`src/rtl/fetch_stage.sv`:
```
// -----------------------------------------------------------------------------
// fetch_stage
//   Instruction fetch stage sitting directly downstream of the PC register.
//   Each cycle it decides whether to read instruction memory at the current PC.
//   The read is made only when the small fetch FIFO still has a free slot once
//   every outstanding response has landed. Returned words are buffered with
//   their address and presented to decode through a valid/ready handshake.
//   The stage also computes the PC register's next value:
//     redirect target   when i_redirect is high
//     PC + 1            when a read is issued (wraps mod 2^WIDTH)
//     hold              otherwise
//
//   Optional feature macro: FETCH_PERF_EN
//     When it is defined, the stage adds the two saturating 16-bit performance
//     counters o_stall_cnt and o_flush_cnt.
//
//   Ports
//     i_clk, i_rst_n          clock (rising edge), asynchronous active-low reset
//     i_pc / o_pc_next        current PC in, next PC out to the PC register
//     i_redirect(_pc)         branch/jump taken and its target
//     o_imem_req/o_imem_addr  instruction memory read request and address
//     i_imem_rvalid/_rdata    read response, exactly one cycle after a request
//     o_instr_valid/o_instr/o_instr_pc, i_instr_ready   decode handshake
//     o_stall_cnt/o_flush_cnt (FETCH_PERF_EN only)     perf counters
// -----------------------------------------------------------------------------
module fetch_stage #(
  parameter int               WIDTH     = 14,
  parameter int               INSTR_W   = 16,
  parameter logic [WIDTH-1:0] RESET_VEC = 14'h2000,
  parameter int               DEPTH     = 2
) (
  input  logic               i_clk,
  input  logic               i_rst_n,
  input  logic [WIDTH-1:0]   i_pc,
  output logic [WIDTH-1:0]   o_pc_next,
  input  logic               i_redirect,
  input  logic [WIDTH-1:0]   i_redirect_pc,
  output logic               o_imem_req,
  output logic [WIDTH-1:0]   o_imem_addr,
  input  logic               i_imem_rvalid,
  input  logic [INSTR_W-1:0] i_imem_rdata,
  output logic               o_instr_valid,
  output logic [INSTR_W-1:0] o_instr,
  output logic [WIDTH-1:0]   o_instr_pc,
  input  logic               i_instr_ready
`ifdef FETCH_PERF_EN
  ,
  output logic [15:0]        o_stall_cnt,
  output logic [15:0]        o_flush_cnt
`endif
);

  localparam int PTR_W = (DEPTH > 1) ? $clog2(DEPTH) : 1;
  localparam int CNT_W = $clog2(DEPTH + 1);
  localparam logic [CNT_W:0] DEPTH_C = (CNT_W + 1)'(DEPTH);

  typedef enum logic [1:0] {
    ST_BOOT  = 2'd0,
    ST_RUN   = 2'd1,
    ST_FLUSH = 2'd2
  } state_e;

  state_e             state_r;
  state_e             state_nxt_s;
  logic [CNT_W-1:0]   count_r;
  logic [PTR_W-1:0]   wr_ptr_r;
  logic [PTR_W-1:0]   rd_ptr_r;
  logic               inflight_r;
  logic [WIDTH-1:0]   inflight_pc_r;
  logic [INSTR_W-1:0] data_mem_r [DEPTH];
  logic [WIDTH-1:0]   pc_mem_r   [DEPTH];

  logic [CNT_W:0]     occupancy_s;
  logic               req_s;
  logic               valid_s;
  logic               push_s;
  logic               pop_s;
  logic               full_s;

  // The credit includes the outstanding response, so a response always finds a free slot.
  assign occupancy_s = {1'b0, count_r} + {{CNT_W{1'b0}}, inflight_r};
  assign full_s      = (count_r == CNT_W'(DEPTH));

  // FSM state register
  always_ff @(posedge i_clk or negedge i_rst_n) begin
    if (!i_rst_n) begin
      state_r <= ST_BOOT;
    end else begin
      state_r <= state_nxt_s;
    end
  end

  // FSM next-state logic; a redirect always restarts through FLUSH
  always_comb begin
    state_nxt_s = state_r;
    if (i_redirect) begin
      state_nxt_s = ST_FLUSH;
    end else begin
      case (state_r)
        ST_BOOT:  state_nxt_s = ST_RUN;
        ST_RUN:   state_nxt_s = ST_RUN;
        ST_FLUSH: state_nxt_s = ST_RUN;
        default:  state_nxt_s = ST_BOOT;
      endcase
    end
  end

  // FSM outputs: request, handshake, FIFO push/pop and next PC
  always_comb begin
    req_s     = 1'b0;
    valid_s   = 1'b0;
    push_s    = 1'b0;
    pop_s     = 1'b0;
    o_pc_next = i_pc;
    if ((state_r != ST_BOOT) && !i_redirect && (occupancy_s < DEPTH_C)) begin
      req_s = 1'b1;
    end else begin
      req_s = 1'b0;
    end
    // A redirect hides the head so decode cannot consume a word that is being flushed.
    if ((count_r != {CNT_W{1'b0}}) && !i_redirect) begin
      valid_s = 1'b1;
    end else begin
      valid_s = 1'b0;
    end
    // A response that lands during FLUSH belongs to the abandoned path.
    if (i_imem_rvalid && (state_r != ST_FLUSH)) begin
      push_s = 1'b1;
    end else begin
      push_s = 1'b0;
    end
    pop_s = valid_s && i_instr_ready;
    if (!i_rst_n) begin
      o_pc_next = RESET_VEC;
    end else if (i_redirect) begin
      o_pc_next = i_redirect_pc;
    end else if (req_s) begin
      o_pc_next = i_pc + WIDTH'(1'b1);
    end else begin
      o_pc_next = i_pc;
    end
  end

  assign o_imem_req    = req_s;
  assign o_imem_addr   = i_pc;
  assign o_instr_valid = valid_s;
  assign o_instr       = data_mem_r[rd_ptr_r];
  assign o_instr_pc    = pc_mem_r[rd_ptr_r];

  // Outstanding-request tracker: one-cycle memory latency means at most one is in flight
  always_ff @(posedge i_clk or negedge i_rst_n) begin
    if (!i_rst_n) begin
      inflight_r    <= 1'b0;
      inflight_pc_r <= {WIDTH{1'b0}};
    end else begin
      inflight_r <= req_s;
      if (req_s) begin
        inflight_pc_r <= i_pc;
      end
    end
  end

  // FIFO pointers and occupancy; a redirect empties the FIFO and takes priority
  always_ff @(posedge i_clk or negedge i_rst_n) begin
    if (!i_rst_n) begin
      count_r  <= {CNT_W{1'b0}};
      wr_ptr_r <= {PTR_W{1'b0}};
      rd_ptr_r <= {PTR_W{1'b0}};
    end else if (i_redirect) begin
      count_r  <= {CNT_W{1'b0}};
      wr_ptr_r <= {PTR_W{1'b0}};
      rd_ptr_r <= {PTR_W{1'b0}};
    end else begin
      if (push_s) begin
        wr_ptr_r <= wr_ptr_r + PTR_W'(1'b1);
      end
      if (pop_s) begin
        rd_ptr_r <= rd_ptr_r + PTR_W'(1'b1);
      end
      case ({push_s, pop_s})
        2'b10:   count_r <= count_r + CNT_W'(1'b1);
        2'b01:   count_r <= count_r - CNT_W'(1'b1);
        default: count_r <= count_r;
      endcase
    end
  end

  // FIFO storage; cleared on reset so the head reads as zero out of reset
  always_ff @(posedge i_clk or negedge i_rst_n) begin
    if (!i_rst_n) begin
      for (int i = 0; i < DEPTH; i++) begin
        data_mem_r[i] <= {INSTR_W{1'b0}};
        pc_mem_r[i]   <= {WIDTH{1'b0}};
      end
    end else if (push_s && !i_redirect) begin
      data_mem_r[wr_ptr_r] <= i_imem_rdata;
      pc_mem_r[wr_ptr_r]   <= inflight_pc_r;
    end
  end

`ifdef FETCH_PERF_EN
  logic [15:0] stall_cnt_r;
  logic [15:0] flush_cnt_r;

  // Saturating counters: decode back-pressure cycles and accepted redirects
  always_ff @(posedge i_clk or negedge i_rst_n) begin
    if (!i_rst_n) begin
      stall_cnt_r <= 16'h0000;
      flush_cnt_r <= 16'h0000;
    end else begin
      if (valid_s && !i_instr_ready && (stall_cnt_r != 16'hFFFF)) begin
        stall_cnt_r <= stall_cnt_r + 16'h0001;
      end
      if (i_redirect && (flush_cnt_r != 16'hFFFF)) begin
        flush_cnt_r <= flush_cnt_r + 16'h0001;
      end
    end
  end

  assign o_stall_cnt = stall_cnt_r;
  assign o_flush_cnt = flush_cnt_r;
`endif

  fetch_stage_chk u_chk (
    .clk    (i_clk),
    .rst_n  (i_rst_n),
    .push   (push_s && !i_redirect),
    .full   (full_s)
  );

endmodule

// -----------------------------------------------------------------------------
// fetch_stage_chk
//   Property checker for fetch_stage: a response must never be written into a
//   full FIFO, which the request credit rule is meant to make impossible.
//   Ports: clk, rst_n, push (effective FIFO write), full (FIFO at capacity).
// -----------------------------------------------------------------------------
module fetch_stage_chk (
  input logic clk,
  input logic rst_n,
  input logic push,
  input logic full
);

  a_no_push_when_full : assert property (@(posedge clk) disable iff (!rst_n) !(push && full));

endmodule

```
`config.mk`:
```
export PLATFORM = sky130hd
export DESIGN_NAME = fetch_stage
export DESIGN_NICKNAME = d
export VERILOG_FILES = /design/src/rtl/fetch_stage.sv
export SDC_FILE = /design/constraint.sdc
export NUM_CORES = 1
export LEC_CHECK = 0
export ABC_AREA = 1
export CAP_MARGIN = 20
export CORE_MARGIN = 2
export CORE_UTILIZATION = 49
export DETAILED_ROUTE_END_ITERATION = 16
export PLACE_DENSITY = 0.81
export SYNTH_ARGS = -nofsm -noshare
export SYNTH_HDL_FRONTEND = slang
export SYNTH_SLANG_ARGS = --single-unit
```
`constraint.sdc`:
```
create_clock -name i_clk -period 2.2 [get_ports i_clk]
set_clock_uncertainty 0.15 [all_clocks]
set_input_delay 0.44 -clock i_clk [delete_from_list [all_inputs] [get_ports i_clk]]
set_output_delay 0.44 -clock i_clk [all_outputs]
set_load 0.02 [all_outputs]
```
* Yosys cells after proc, flatten, opt, wreduce, memory -nomap -nowiden
Index checks and enable logic that the tools add are counted. Widths: inputs -> output; s select.
Storage, ports and cells: flip-flop bits (word level) 81, bits of input ports 49, output and inout port bits 60, logic and storage cells 68
Operators by class: add/subtract/negate cells 6, magnitude comparators 4, equal/unequal tests 5, muxes and demuxes 26, bitwise gates (word level) 2, reduce and logical (&&, ||, !) cells 15
Operators by type and width (count):
- $mux 14 | 7
- $mux 16 | 4
- $bwmux 32 | 1
- $bwmux 28 | 1
- $demux 16 s1 | 1
- $add 14x1->14 const B | 1
- $demux 14 s1 | 1
- $mux 1 | 8
- $reduce_bool 2->1 | 4
- $logic_and 1x1->1 | 7
- $eq 2x1->1 const B | 2
- $eq 2x2->1 const B | 2
- $ge 2x2->1 const B | 2
- $mux 2 | 2
- $not 1->2 | 2
- $pmux 2 s2 | 1
- $add 2x1->3 | 1
- $lt 3x2->1 const B | 1
- $reduce_bool 3->1 | 1
- $reduce_or 3->1 | 1
- $add 1x1->1 const B | 2
- $add 2x1->2 const B | 1
- $logic_not 2->1 | 1
- $lt 2x1->1 const B | 1
- 3 further kinds | 3

* Logic depth before layout (Yosys ltp)
depth in word-level cells 7, gate-level depth with buffers 10, depth with buffers taken out 9

* Worst setup path before layout
Ideal clock, no wire load.
path type input to output, from input port i_redirect, to output port o_pc_next[3], arrival 1.542 ns, required time 1.610 ns, setup slack 0.068 ns, cell stages on the path 7, path buffers 2, path through buf_6 > nor2_4 > nand2_2 > nor2_4 > buf_4 > nand4_1 > a21oi_1
On the way: cells in the longest elaborated chain, start to end 7
RTL lines:
- from (decl) | RTL line 36 | input logic i_redirect,
- $logic_not 1->1
- $logic_and 1x1->1 (2 in series) | RTL line 115 | if ((state_r != ST_BOOT) && !i_redirect && (occupancy_s < DEPTH_C)) begin
- $mux 1 | RTL line 115
- net o_imem_req | RTL line 38 | output logic o_imem_req,
- $mux 14 | RTL line 137 | end else if (req_s) begin
- $mux 14 | RTL line 135 | end else if (i_redirect) begin
- $mux 14 | RTL line 133 | if (!i_rst_n) begin
- to (decl) | RTL line 35 | output logic [WIDTH-1:0] o_pc_next,
The timed path passes the listed nets, and every way through them passes these cells.

* Final worst setup path
from register state_r[1], to output port o_pc_next[1]
On the way: cells in the longest elaborated chain, start to end 7
RTL lines:
- from (decl) | RTL line 63 | state_e state_r;
- from (signal assigned) | RTL line 89 | state_r <= state_nxt_s;
- $reduce_bool 2->1 | RTL line 115
- $logic_and 1x1->1 (2 in series) | RTL line 115
- $mux 1 | RTL line 115
- $mux 14 | RTL line 137
- $mux 14 | RTL line 135
- $mux 14 | RTL line 133
No other way between the ends.

==> results.sh <==
export IMPL_place_hpwl_mm=7.148
export IMPL_cellPowerDensity_nw_per_um2=856.2
export IMPL_synth_nets=551
export IMPL_hold_path_class="reg -> reg"
export IMPL_antennaDiodeCount=0
export IMPL_grt_pass1_vias=3715
export IMPL_gp_congestion=0.8421
export IMPL_ys_seq_area_share_pct=49.21
export IMPL_min_period_over_period_pct=107.9
export IMPL_cts_root_buffer="clkbuf_8"
export IMPL_synth_async_reset_ratio_pct=100.0
export IMPL_synth_cells=501
export IMPL_nets=702
export IMPL_syn_area_sq_um=4119
export IMPL_numCtsBuffers=9
export IMPL_start_kind="flop"
export IMPL_yosys_warnings=0
export IMPL_drive_above_1_share_pct=29.88
export IMPL_synthTopCellsByCount="nand2_1 (115), o21ai_0 (89), dfrtp_1 (81), inv_1 (65), nor2_1 (37)"
export IMPL_antenna_found_initial=0
export IMPL_synth_top_family_by_area="simple AND/OR/NAND/NOR gates"
export IMPL_relSlewSlack_pct=79.24
export IMPL_grt_pass1_wl_mm=16.71
export IMPL_fin_area_sq_um=6047
export IMPL_violations="negative setup slack"
export IMPL_grt_usage_pct=23.48
export IMPL_status="finished, violations left"
export IMPL_nFillCells=571
export IMPL_min_period_ns=2.374
export IMPL_post_drt_via_cell_ratio=5.054
export IMPL_cts_max_path_buffers=2
export IMPL_setup_viol=15
export IMPL_synth_area_leaders="dfrtp_1 (49%), o21ai_0 (11%), nand2_1 (10%), mux2_2 (7.7%), inv_1 (5.9%)"
export IMPL_die_area_sq_um=9156
export IMPL_clkPwrFrac_pct=19.2
export IMPL_rsz0062_at_grt="true"
export IMPL_yosysTopAreaCell="dfrtp_1"
export IMPL_routedWlPerCell_um=14.11
export IMPL_synth_adder_area_share_pct=0.3038
export IMPL_drc=0
export IMPL_critPathMaxFanout=5
export IMPL_rows=33
export IMPL_clk_latency_ns=0.34
export IMPL_synth_top_area_share_pct=49.21
export IMPL_p_comb_share_pct=38.4
export IMPL_final_hold_viol_count=0
export IMPL_io_buffer_count=108
export IMPL_area_growth_pct=46.81
export IMPL_p_sw_share_pct=34.36
export IMPL_critPathRequiredTime_ns=1.61
export IMPL_pwr_share_seq_pct=42.4
export IMPL_ctsHtreeMaxLevel=3
export IMPL_power_switching_mw=1.779
export IMPL_first_pass_iters=4
export IMPL_cts_sinks=81
export IMPL_ys_ff_latch=81
export IMPL_synthMostInstantiatedCell="nand2_1"
export IMPL_finalSetupTns_ns=-1.791
export IMPL_clk_pin_slew_ns=0.07
export IMPL_drt_initial_drc_count=226
export IMPL_core_area_sq_um=8175
export IMPL_finalWorstSetupSlack_ns=-0.1744
export IMPL_die_x_um=95.69
export IMPL_critPathKind="reg -> out"
export IMPL_synth_compound_area_share_pct=11.88
export IMPL_via_count=3846
export IMPL_muxShareOfSynthArea_pct=8.202
export IMPL_endpoint_kind="output port"
export IMPL_maxSlewViolCount=0
export IMPL_fp_dieH_um=95.69
export IMPL_wl_mm=10.74
export IMPL_synth_cell_types=21
export IMPL_start_util_pct=50.38
export IMPL_ir_drop_v=0.0003657
export IMPL_synthSimpleGateAreaFrac_pct=18.89
export IMPL_synth_xor_area_share_pct=0.2126
export IMPL_cts_tree="built"
export IMPL_cellLeakagePower_nw=3.107
export IMPL_dpl_cell_area_sq_um=5580
export IMPL_synth_ff_type="dfrtp_1"
export IMPL_grt_max_degree=82
export IMPL_p_int_mw=3.398
export IMPL_drv_cap=0
export IMPL_synth_edf_count=0
export IMPL_ant_nets=0
export IMPL_avgSynthCellArea_sq_um=8.221
export IMPL_grt_overflow_total=0
export IMPL_io_pins=109
export IMPL_tightest_slew_ns=0.3115
export IMPL_clock_fmax_mhz=421.2
export IMPL_cp_data_arrival_time_ns=1.78
==> metal layers <==
layer  part of all wire, %  up-vias  GRT usage [%]  wire (um)
met4                  0.86        0          8.452         92
met3                   7.3        8          5.613        785
met2                    49      132          39.45       5302
met5                     0        -              0          0
li1                      -     1888              -          -
met1                    42     1818          29.52       4555
==> layout by cell type (no fill, tap or decap), drive strengths merged <==
master	netlist	routed
dfrtp	81	81
dlymetal6s2s	0	4
clkbuf	10	12
inv	65	65
ha	1	1
xnor2	1	1
mux2	30	30
bufbuf	0	1
dlygate4sd2	0	24
o21ai	90	90
nand3	25	25
clkdlybuf4s50	0	42
nor3	1	1
nand2	117	117
clkinv	0	3
a21oi	7	7
nor2	39	40
buf	28	102
nand4	6	6
dlygate4sd3	0	1
clkdlybuf4s15	0	2
bufinv	0	1
==> per-stage QoR <==
step	std cells	utilization (%)	total power, mW	hold slack (ns)	worst slack [ns]
detailed placement	728	68.26	4.163	0.3194	-0.8748
global placement	728	68.26	4.068	0.3027	-0.8346
global route	761	73.97	5.506	0.3590	-0.2763
finish	761	73.97	5.177	0.3355	-0.1744
floorplan	501	-	3.295	-0.005591	0.06761
CTS	754	71.92	5.166	0.2989	-0.2587
==> repair_timing <==
action	4_1_cts	5_1_grt
hold buffers	0	1
buffers inserted	8	5
endpoints found under the hold margin	0	15
resized for setup	211	53
setup endpoints to repair	60	23
gates cloned	3	0
pin swaps	18	23
==> power by group through the flow <==
| stage | Combinational (mW) | Sequential, mW | Clock (mW) |
|---|---|---|---|
| after CTS | 1.96 | 2.18 | 1.02 |
| after detailed placement | 1.95 | 2.21 | 0 |
| after global routing | 2.18 | 2.24 | 1.08 |
| after global placement | 1.89 | 2.18 | 0 |
| final | 1.99 | 2.19 | 0.995 |
| after floorplan | 1.16 | 2.14 | 0 |
==> area by class of cell <==
cell class / instances / area (sq um) / area share, %
well taps: 105 / 131.4 / 2.173
clock buffers: 11 / 131.4 / 2.173
clock inverters: 4 / 45.04 / 0.7449
multi-input cells: 318 / 1814 / 30.00
flip-flops and latches: 81 / 2029 / 33.56
repair buffers: 177 / 1652 / 27.31
inverters: 65 / 244.0 / 4.035
==> state kept, by name, indices dropped and copies added, names as in the netlist <==
name	cells
pc_mem_r	28
data_mem_r	32
inflight_r	1
rd_ptr_r	1
inflight_pc_r	14
count_r	2
wr_ptr_r	1
state_r	2
==> critical path: stages (launching register included) <==
cell,delay (ns)
dfrtp_1,0.41
nor2_2,0.26
nor2_4,0.11
buf_4,0.15
buf_6,0.12
nand2_4,0.05
o21ai_2,0.06
o21ai_1,0.11
inv_1,0.06
buf_6,0.12
==> kinds of logic after synthesis <==
logic type	Yosys count
AO/OA/AOI/OAI	97
XOR/XNOR	1
adder cells (fa/ha/maj)	1
buffers and inverters	103
flip-flops	81
multiplexers	30
AND/OR/NAND/NOR	188
==> final timing paths <==
path | from | to | slack, ns | depth (start not counted)
max in group asynchronous | i_rst_n | data_mem_r[9] | 0.78 | 4
min reg2reg | data_mem_r[10] | data_mem_r[10] | 0.34 | 2
min in group asynchronous | i_rst_n | wr_ptr_r | 0.55 | 3
min | data_mem_r[10] | data_mem_r[10] | 0.34 | 2
max | state_r[1] | o_pc_next[1] | -0.17 | 9
max reg2reg | count_r[1] | inflight_pc_r[3] | 0.48 | 7
No activity file was read; power rests on OpenSTA's default activity.
